### config.mk
export PLATFORM = sky130hd
export DESIGN_NAME = nmcu_mem_arbiter
export DESIGN_NICKNAME = d
export VERILOG_FILES = /design/src/rtl/nmcu_pkg.sv /design/src/rtl/nmcu_rr_pick.sv /design/src/rtl/nmcu_mem_arbiter.sv
export SDC_FILE = /design/constraint.sdc
export NUM_CORES = 1
export LEC_CHECK = 0
export ABC_AREA = 1
export BUFFER_PORTS_ARGS = -buffer_cell sky130_fd_sc_hd__buf_2
export CORE_ASPECT_RATIO = 2
export CORE_UTILIZATION = 30
export CTS_CLUSTER_DIAMETER = 50
export DETAILED_ROUTE_END_ITERATION = 10
export PLACE_DENSITY = 0.61
export SLEW_MARGIN = 20
export SYNTH_ARGS = -nofsm -noshare
export SYNTH_HDL_FRONTEND = slang
export SYNTH_SLANG_ARGS = --single-unit
export TNS_END_PERCENT = 30
### constraint.sdc
create_clock -name clk_i -period 3.8 [get_ports clk_i]
set_input_delay 0.38 -clock clk_i [delete_from_list [all_inputs] [get_ports clk_i]]
set_output_delay 0.38 -clock clk_i [all_outputs]
set_load 0.03 [all_outputs]
### src/rtl/nmcu_pkg.sv
// Shared types for the NMCU memory subsystem.
package nmcu_pkg;

   typedef enum logic [1:0] {
      StIdle,
      StAccess,
      StRelease
   } arb_state_t;

endpackage

### src/rtl/nmcu_rr_pick.sv
// Combinational round-robin picker: first set request at or above ptr_i, wrapping at NUM_REQ.
module nmcu_rr_pick #(
   parameter int unsigned NUM_REQ = 4,
   parameter int unsigned IW      = $clog2(NUM_REQ)
) (
   input  logic [NUM_REQ-1:0] req_i,
   input  logic [IW-1:0]      ptr_i,
   output logic               valid_o,
   output logic [IW-1:0]      idx_o
);

   always_comb begin
      int unsigned j;
      logic [IW-1:0] jidx;
      valid_o = 1'b0;
      idx_o   = '0;
      j       = 0;
      jidx    = '0;
      // Scan farthest-first so the closest hit to ptr_i is the last assignment.
      for (int i = NUM_REQ - 1; i >= 0; i--) begin
         j = 32'(ptr_i) + 32'(i);
         if (j >= NUM_REQ) j = j - NUM_REQ;
         jidx = IW'(j);
         if (req_i[jidx]) begin
            valid_o = 1'b1;
            idx_o   = jidx;
         end
      end
   end

endmodule

### src/rtl/nmcu_mem_arbiter.sv
// Round-robin arbiter giving NUM_REQ requesters single-word access to one memory port,
// with a watchdog that aborts transactions the memory never acknowledges.
module nmcu_mem_arbiter
   import nmcu_pkg::*;
#(
   parameter int unsigned NUM_REQ        = 4,
   parameter int unsigned ADDR_WIDTH     = 16,
   parameter int unsigned DATABUS_WIDTH  = 32,
   parameter int unsigned TIMEOUT_CYCLES = 64,
   parameter int unsigned IW             = $clog2(NUM_REQ)
) (
   input  logic                     clk_i,
   input  logic                     rst_i,
   input  logic [NUM_REQ-1:0]       req_sel_i,
   input  logic [NUM_REQ-1:0]       req_w_i,
   input  logic [ADDR_WIDTH-1:0]    req_addr_i  [NUM_REQ],
   input  logic [DATABUS_WIDTH-1:0] req_wdata_i [NUM_REQ],
   output logic [NUM_REQ-1:0]       req_ready_o,
   output logic [NUM_REQ-1:0]       req_err_o,
   output logic [DATABUS_WIDTH-1:0] req_rdata_o,
   output logic                     mem_sel_o,
   output logic                     mem_w_o,
   output logic [ADDR_WIDTH-1:0]    mem_addr_o,
   output logic [DATABUS_WIDTH-1:0] mem_wdata_o,
   input  logic                     mem_ready_i,
   input  logic [DATABUS_WIDTH-1:0] mem_rdata_i,
   output logic [IW-1:0]            grant_id_o,
   output logic                     busy_o,
   output logic                     err_sticky_o
);

   localparam int unsigned CW = $clog2(TIMEOUT_CYCLES);

   arb_state_t               state_q, state_d;
   logic [IW-1:0]            rr_ptr_q, rr_ptr_d;
   logic [CW-1:0]            cnt_q, cnt_d;
   logic [IW-1:0]            grant_q, grant_d;
   logic                     mem_sel_q, mem_sel_d;
   logic                     mem_w_q, mem_w_d;
   logic [ADDR_WIDTH-1:0]    mem_addr_q, mem_addr_d;
   logic [DATABUS_WIDTH-1:0] mem_wdata_q, mem_wdata_d;
   logic [NUM_REQ-1:0]       req_ready_q, req_ready_d;
   logic [NUM_REQ-1:0]       req_err_q, req_err_d;
   logic [DATABUS_WIDTH-1:0] req_rdata_q, req_rdata_d;
   logic                     err_sticky_q, err_sticky_d;

   logic                     pick_valid;
   logic [IW-1:0]            pick_idx;

   nmcu_rr_pick #(
      .NUM_REQ (NUM_REQ),
      .IW      (IW)
   ) u_rr_pick (
      .req_i   (req_sel_i),
      .ptr_i   (rr_ptr_q),
      .valid_o (pick_valid),
      .idx_o   (pick_idx)
   );

   always_comb begin
      state_d      = state_q;
      rr_ptr_d     = rr_ptr_q;
      cnt_d        = cnt_q;
      grant_d      = grant_q;
      mem_sel_d    = mem_sel_q;
      mem_w_d      = mem_w_q;
      mem_addr_d   = mem_addr_q;
      mem_wdata_d  = mem_wdata_q;
      req_ready_d  = '0;
      req_err_d    = '0;
      req_rdata_d  = req_rdata_q;
      err_sticky_d = err_sticky_q;
      unique case (state_q)
         StIdle: begin
            if (pick_valid) begin
               state_d     = StAccess;
               grant_d     = pick_idx;
               mem_sel_d   = 1'b1;
               mem_w_d     = req_w_i[pick_idx];
               mem_addr_d  = req_addr_i[pick_idx];
               mem_wdata_d = req_wdata_i[pick_idx];
               cnt_d       = '0;
            end
         end
         StAccess: begin
            if (mem_ready_i) begin
               state_d              = StRelease;
               mem_sel_d            = 1'b0;
               mem_w_d              = 1'b0;
               req_ready_d[grant_q] = 1'b1;
               req_rdata_d          = mem_rdata_i;
            end else if (cnt_q == CW'(TIMEOUT_CYCLES - 1)) begin
               state_d            = StRelease;
               mem_sel_d          = 1'b0;
               mem_w_d            = 1'b0;
               req_err_d[grant_q] = 1'b1;
               req_rdata_d        = '0;
               err_sticky_d       = 1'b1;
            end else begin
               cnt_d = cnt_q + 1'b1;
            end
         end
         StRelease: begin
            state_d  = StIdle;
            rr_ptr_d = (32'(grant_q) == NUM_REQ - 1) ? '0 : grant_q + 1'b1;
         end
         default: state_d = StIdle;
      endcase
   end

   always_ff @(posedge clk_i or posedge rst_i) begin
      if (rst_i) begin
         state_q      <= StIdle;
         rr_ptr_q     <= '0;
         cnt_q        <= '0;
         grant_q      <= '0;
         mem_sel_q    <= 1'b0;
         mem_w_q      <= 1'b0;
         mem_addr_q   <= '0;
         mem_wdata_q  <= '0;
         req_ready_q  <= '0;
         req_err_q    <= '0;
         req_rdata_q  <= '0;
         err_sticky_q <= 1'b0;
      end else begin
         state_q      <= state_d;
         rr_ptr_q     <= rr_ptr_d;
         cnt_q        <= cnt_d;
         grant_q      <= grant_d;
         mem_sel_q    <= mem_sel_d;
         mem_w_q      <= mem_w_d;
         mem_addr_q   <= mem_addr_d;
         mem_wdata_q  <= mem_wdata_d;
         req_ready_q  <= req_ready_d;
         req_err_q    <= req_err_d;
         req_rdata_q  <= req_rdata_d;
         err_sticky_q <= err_sticky_d;
      end
   end

   assign req_ready_o  = req_ready_q;
   assign req_err_o    = req_err_q;
   assign req_rdata_o  = req_rdata_q;
   assign mem_sel_o    = mem_sel_q;
   assign mem_w_o      = mem_w_q;
   assign mem_addr_o   = mem_addr_q;
   assign mem_wdata_o  = mem_wdata_q;
   assign grant_id_o   = grant_q;
   assign busy_o       = (state_q != StIdle);
   assign err_sticky_o = err_sticky_q;

endmodule
* Yosys cells after proc, flatten, opt, wreduce, memory -nomap -nowiden
Cells that the tools add are included.
W data, S select, Z words.
** Cells by class
- Add/subtract/negate cells :: 9
- $lt $le $gt $ge :: 12
- Eq/ne operators :: 8
- Mux-type cells :: 52
- Bitwise operators :: 2
- Reduce and logical (&&, ||, !) cells :: 11
** Operators by type and width (number)
- $mux W32 :: 4
- $bmux W32 S2 :: 1
- $bmux W16 S2 :: 1
- $mux W16 :: 2
- $mux W2 :: 12
- $mux W4 :: 5
- $lt A2 B3 Y1 const B :: 6
- $mux W6 :: 3
- $mux W1 :: 14
- $ge A3 B3 Y1 const B :: 4
- $pmux W6 S2 :: 1
- $bmux W1 S2 :: 5
- $sub A2 B1 Y2 const B :: 4
- $add A2 B2 Y3 const B :: 2
- $add A6 B1 Y6 const B :: 1
- $eq A6 B6 Y1 const B :: 1
- $ne A2 B2 Y1 const B :: 3
- $reduce_and A2 Y1 :: 3
- $reduce_and A3 Y1 :: 2
- $reduce_bool A2 Y1 :: 3
- $eq A2 B2 Y1 const B :: 2
- $pmux W1 S2 :: 2
- $pmux W2 S2 :: 1
- $reduce_and A4 Y1 :: 1
- 11 further kinds :: 11
** Word-level totals
- Register bits :: 103
- Bits of input ports :: 235
- Output and inout port bits :: 94

* Depth between registers and ports, before layout
- Word-level depth :: 13
- Mapped depth :: 15
- Mapped depth without buffers :: 13

* Hierarchy
From an unflattened synthesis, not the netlist that was laid out.
** Second synthesis, totals
- Cells, all modules :: 753
- Area total of the unflattened synthesis :: 5736.8 um^2
** By module, submodules not included
- nmcu_mem_arbiter :: instances 1, cells an instance 707, area each 5524.0 um^2
- nmcu_rr_pick :: instances 1, cells an instance 46, area each 212.7 um^2

* Worst setup path before layout
Ideal clock, no wire load.
- Path kind :: flip-flop to flip-flop
- Start point :: register rr_ptr_q[0]
- End point :: register mem_w_q, in the netlist mem_w_o
- Library setup time :: 0.117 ns
- Data arrival time :: 1.591 ns
- Required time :: 3.683 ns
- Path slack :: 2.092 ns
- Cell stages (with the launch flop) :: 13
- Buffers on the path :: 2
- Path through :: dfrtp_1 -> buf_6 -> inv_4 -> nand2_1 -> nand2_1 -> nand2_2 -> nor2_2 -> o21ai_2 -> a21boi_4 -> buf_2 -> nand3_1 -> nand3_1 -> nand2_1
** Between the ends
- Longest elaborated chain between the ends :: 13
** RTL lines
- from (decl) :: line nmcu_mem_arbiter.sv:35 : logic [IW-1:0] rr_ptr_q, rr_ptr_d;
- from (signal assigned) :: line nmcu_mem_arbiter.sv:127 : rr_ptr_q <= rr_ptr_d;
- $add A2 B2 Y3 :: line nmcu_rr_pick.sv:21 : j = 32'(ptr_i) + 32'(i);
- $ge A3 B3 Y1 or $sub A2 B1 Y2 (tied branches) :: line nmcu_rr_pick.sv:22 : if (j >= NUM_REQ) j = j - NUM_REQ;
- $mux W2 :: line nmcu_rr_pick.sv:22
- $bmux W1 S2 :: line nmcu_rr_pick.sv:24 : if (req_i[jidx]) begin
- $mux W1 (implied by the code) :: line nmcu_rr_pick.sv:24
- $mux W2 (4 in series) :: line nmcu_rr_pick.sv:24
- $bmux W1 S2 :: line nmcu_mem_arbiter.sv:79 : mem_w_d = req_w_i[pick_idx];
- $mux W1 (implied by the code) :: line nmcu_mem_arbiter.sv:79
- $mux W1 :: line nmcu_mem_arbiter.sv:75 : if (pick_valid) begin
- $pmux W1 S2 :: line nmcu_mem_arbiter.sv:73 : unique case (state_q)
- to (signal assigned) :: line nmcu_mem_arbiter.sv:131 : mem_w_q <= mem_w_d;
- to (decl) :: line nmcu_mem_arbiter.sv:39 : logic mem_w_q, mem_w_d;
Several ways; a longest one is shown, not always the timed one. The select of a mux whose other input is x is not followed.
A chain may end at the register's enable or synchronous reset.

* Final worst setup path
- Start point :: register rr_ptr_q[0]
- End point :: register mem_wdata_q[28], in the netlist mem_wdata_o[28]
** Between the ends
- Longest elaborated chain between the ends :: 13
** RTL lines
- $add A2 B2 Y3 :: line nmcu_rr_pick.sv:21
- $ge A3 B3 Y1 or $sub A2 B1 Y2 (tied branches) :: line nmcu_rr_pick.sv:22
- $mux W2 :: line nmcu_rr_pick.sv:22
- $bmux W1 S2 :: line nmcu_rr_pick.sv:24
- $mux W1 (implied by the code) :: line nmcu_rr_pick.sv:24
- $mux W2 (4 in series) :: line nmcu_rr_pick.sv:24
- $not A2 Y3 (implied by the code) :: line nmcu_mem_arbiter.sv:81 : mem_wdata_d = req_wdata_i[pick_idx];
- $bmux W32 S2 :: line nmcu_mem_arbiter.sv:81
- $mux W32 (implied by the code) (2 in series) :: line nmcu_mem_arbiter.sv:81
- to (signal assigned) :: line nmcu_mem_arbiter.sv:133 : mem_wdata_q <= mem_wdata_d;
- to (decl) :: line nmcu_mem_arbiter.sv:41 : logic [DATABUS_WIDTH-1:0] mem_wdata_q, mem_wdata_d;
Several ways; a longest one is shown, not always the timed one. The select of a mux whose other input is x is not followed.

==> impl_metrics.toml <==
[floorplan]
std_cell_core_area_um2 = 21110
die_x_um = 106.1
rows = 75
design.die.area_um2 = 22310
initial_utilization_pct = 30.81
ports = 329
floorplan.die.height_um = 210.2

[critical_path]
cp_cell_sequence = "inv_4 -> nand2_1 -> nand2_1 -> nand2_2 -> nand3_2 -> nand2_1 -> nand2_2 -> nand2_4 -> inv_2 -> nand2_1 -> nand2_1 -> nand2_1 -> nand3_1"
path_delay_family = "simple AND/OR/NAND/NOR gates"
timing.critical_path.arrival_ps = 2870
timing.critical_path.slowest_cell_delay_ps = 540
timing.critical_path.fanout_max = 72
worst-setup-path-type = "register to register"
timing.critical_path.from_type = "register"
slowest_stage = "sky130_fd_sc_hd__nand2_4"
worst_path_most_repeated_cell = "sky130_fd_sc_hd__nand2_1"
timing.critical_path.to_type = "register"
critical_path.n_buffers_inverters = 2
critPathRequiredTime_ps = 4040

[cts]
postCtsSetupRepairBufs = 0
clock_tree.buffer_depth = 2
tritoncts = "built"
cts_htree_levels = 3
number_of_buffers_added_by_the_clock_tree_synthesis_step = 9
clkSlewWorstSetupHoldPaths_ps = 70
cts_root_buffer = "sky130_fd_sc_hd__clkbuf_16"
ctsHoldBuffers = 0
worstSkewPairLatency_ps = 350
cts.repair.resized = 0
clkSinkCount = 103

[logic_synthesis]
synth_area_leaders = "sky130_fd_sc_hd__dfrtp_1 40%, sky130_fd_sc_hd__nand2_1 25%, sky130_fd_sc_hd__nand3_1 15%"
ys_dominant_reg_cell = "sky130_fd_sc_hd__dfrtp_1"
yosysWarningCount = 0
async_reset_ff_share_pct = 100.0
area_of_the_mapped_netlist_um2 = 6505
total_of_flip_flops_plus_latches_after_synthesis = 103
synth_edf_count = 0
synth_top_cells_by_count = "441 x sky130_fd_sc_hd__nand2_1, 190 x sky130_fd_sc_hd__nand3_1, 151 x sky130_fd_sc_hd__inv_1"
netlist_instances = 1004
yosys.cell_count.top_type = "sky130_fd_sc_hd__nand2_1"
synth_cell_types = 27
synth_seq_area_share_pct = 39.62
syn-num-nets = 1244
synth.largest_area_cell = "sky130_fd_sc_hd__dfrtp_1"
yosys.area.top_type_share_pct = 39.62
synthesis.area_per_instance_um2 = 6.479

[finish]
post_route_cells_drive_above_1_share_pct = 29.44
filler_cell_count = 2398
layout_overhead_on_the_synthesized_area_pct = 31.37
final_nets = 1536

[power]
power_density_nw_per_um2 = 933.3
vdd_ir_drop_max_uv = 435.7
power.leakage_nw = 5.425
total_power_mw = 7.976

[global_route]
global_route.overflow_total = 0
grt_antenna_before_repair = 6
grt_use_total_pct = 19.42
via_count_of_the_first_global_routing_pass = 6704
grt_first_pass_wirelength_mm = 33.83
grt_start_max_net_pins = 73

[route]
wl_met2_mm = 11.56
drtPass1Iterations = 4
routed-wl-met3_um = 839
viasPerCell = 4.442
drt_wl_total_mm = 21.28
detail_route.drc_violations = 0
top_layer_used = "met4"
count_of_nets_left_with_antenna_violations_after_detail_routing = 0
drt_iter0_drc = 364
wirelength_met1_mm = 8.261
detail_route.wl_per_cell_um = 13.50
via_count = 7001

[worst_hold_path]
min-delay-path-class = "input pin to async pin"

[timing]
rsz0062_at_grt = "no"
timing.setup.tns_ps = 0
worst-slew-pin-transition_ps = 813.6
timing.final.setup_violations = 0
fmax_mhz = 379.2
worst_clock_skew_ps = 10.92
timing.slew.headroom_pct = 45.76
report.final.slew_viol_count = 0
finalWorstPathRequiredPeriod_ps = 2637
report.final.hold_viol_count = 0
final.period_utilization_pct = 69.40

[placement]
buffer_ports.inserted = 328
gp_congestion = 0.9456
place_hpwl_mm = 15.97

[job]
maxCapViolCount = 0

[run_status]
outcome = "complete, no violations"
## worst register-to-register path: cells and delay by family (launching register included)
| kind | cells | cell delay (ps) |
|---|---|---|
| and+or+nand+nor | 11 | 1450 |
| buffers and inverters | 2 | 570 |
| DFF | 1 | 520 |
## registers in the layout, indices dropped and copies added, names as in the netlist
name	count
mem_w_o	1
rr_ptr_q	2
mem_wdata_o	32
mem_sel_o	1
req_err_o	4
req_ready_o	4
cnt_q	6
err_sticky_o	1
mem_addr_o	16
grant_id_o	2
req_rdata_o	32
state_q	2
## kinds of logic (layout without fill, tap and decap cells)
group                      Yosys count  after routing  share of synthesized area (%)
buffers and inverters              211            508                          13.98
and+or+nand+nor                    672            672                          43.99
other                                0              6                              0
AOI/OAI and AO/OA                   10             10                          1.039
adders and majority gates            5              5                         0.9617
xor gates and xnor gates             3              3                         0.4040
DFF                                103            103                          39.62
## layout by cell type (no fill, tap or decap), types with 2 or more instances in the layout
master	count
sky130_fd_sc_hd__clkinv_4	2
sky130_fd_sc_hd__ha_1	5
sky130_fd_sc_hd__dfrtp_1	103
sky130_fd_sc_hd__xor2_1	2
sky130_fd_sc_hd__diode_2	6
sky130_fd_sc_hd__inv_4	2
sky130_fd_sc_hd__nand3_2	3
sky130_fd_sc_hd__inv_6	3
sky130_fd_sc_hd__clkinv_8	2
sky130_fd_sc_hd__nor2_4	2
sky130_fd_sc_hd__inv_1	150
sky130_fd_sc_hd__nand2_4	3
sky130_fd_sc_hd__inv_2	4
sky130_fd_sc_hd__buf_4	8
sky130_fd_sc_hd__nand2_1	440
sky130_fd_sc_hd__nand3_1	190
sky130_fd_sc_hd__buf_2	328
sky130_fd_sc_hd__a21oi_1	2
sky130_fd_sc_hd__nand2_2	11
sky130_fd_sc_hd__clkbuf_16	9
sky130_fd_sc_hd__o21ai_0	5
sky130_fd_sc_hd__nor2_1	18
sky130_fd_sc_hd__nor2_2	2
## final timing paths
kind | from | to | slack, ps | cells after the start
setup / recovery | rr_ptr_q[0] | mem_wdata_o[28] | 1160 | 13
hold / removal | rst_i | mem_addr_o[9] | 160 | 2
setup reg to reg | rr_ptr_q[0] | mem_wdata_o[28] | 1160 | 13
hold reg to reg | err_sticky_o | err_sticky_o | 460 | 2
max in group asynchronous | rst_i | req_rdata_o[19] | 2790 | 3
min in group clk_i | mem_rdata_i[11] | req_rdata_o[11] | 250 | 3
## final cells by class
class / instances / area (µm²) / share of cell area, %
Inverter: 156 / 590.6 / 6.911
Multi-Input combinational cell: 690 / 3023 / 35.37
Tap cell: 269 / 336.6 / 3.939
Timing Repair Buffer: 336 / 1702 / 19.91
Sequential cell: 103 / 2577 / 30.16
Clock inverter: 7 / 76.32 / 0.8931
Clock buffer: 9 / 225.2 / 2.635
Antenna cell: 6 / 15.01 / 0.1757
## where the power goes
group	switching, mW	total [mW]	internal (mW)
sequential	0.269	1.86	1.59
combinational	3.70	5.19	1.49
clock	0.466	0.932	0.466
total	4.44	7.98	3.54
## per-layer routing
layer  GRT usage, %  up-vias
met5              0        -
met4          8.477        0
met3          2.226       30
met2          35.83      213
met1          22.06     3140
li1               -     3618
## stage by stage
step / instance area, µm² / setup slack [ps] / util [%] / cells / hold WS, ps
2_1_floorplan: 6505 / 716.2 / - / 1004 / 501.6
3_5_place_dp: 8229 / 1155 / 38.97 / 1554 / 448.2
4_1_cts: 8531 / 1151 / 40.40 / 1570 / 201.6
5_1_grt: 8546 / 866.4 / 40.47 / 1576 / 223.5
3_3_place_gp: 8227 / 1212 / 38.96 / 1554 / 448.1
6_report: 8546 / 1163 / 40.47 / 1576 / 156.9
Note: power is estimated with default switching activity, not from simulation.
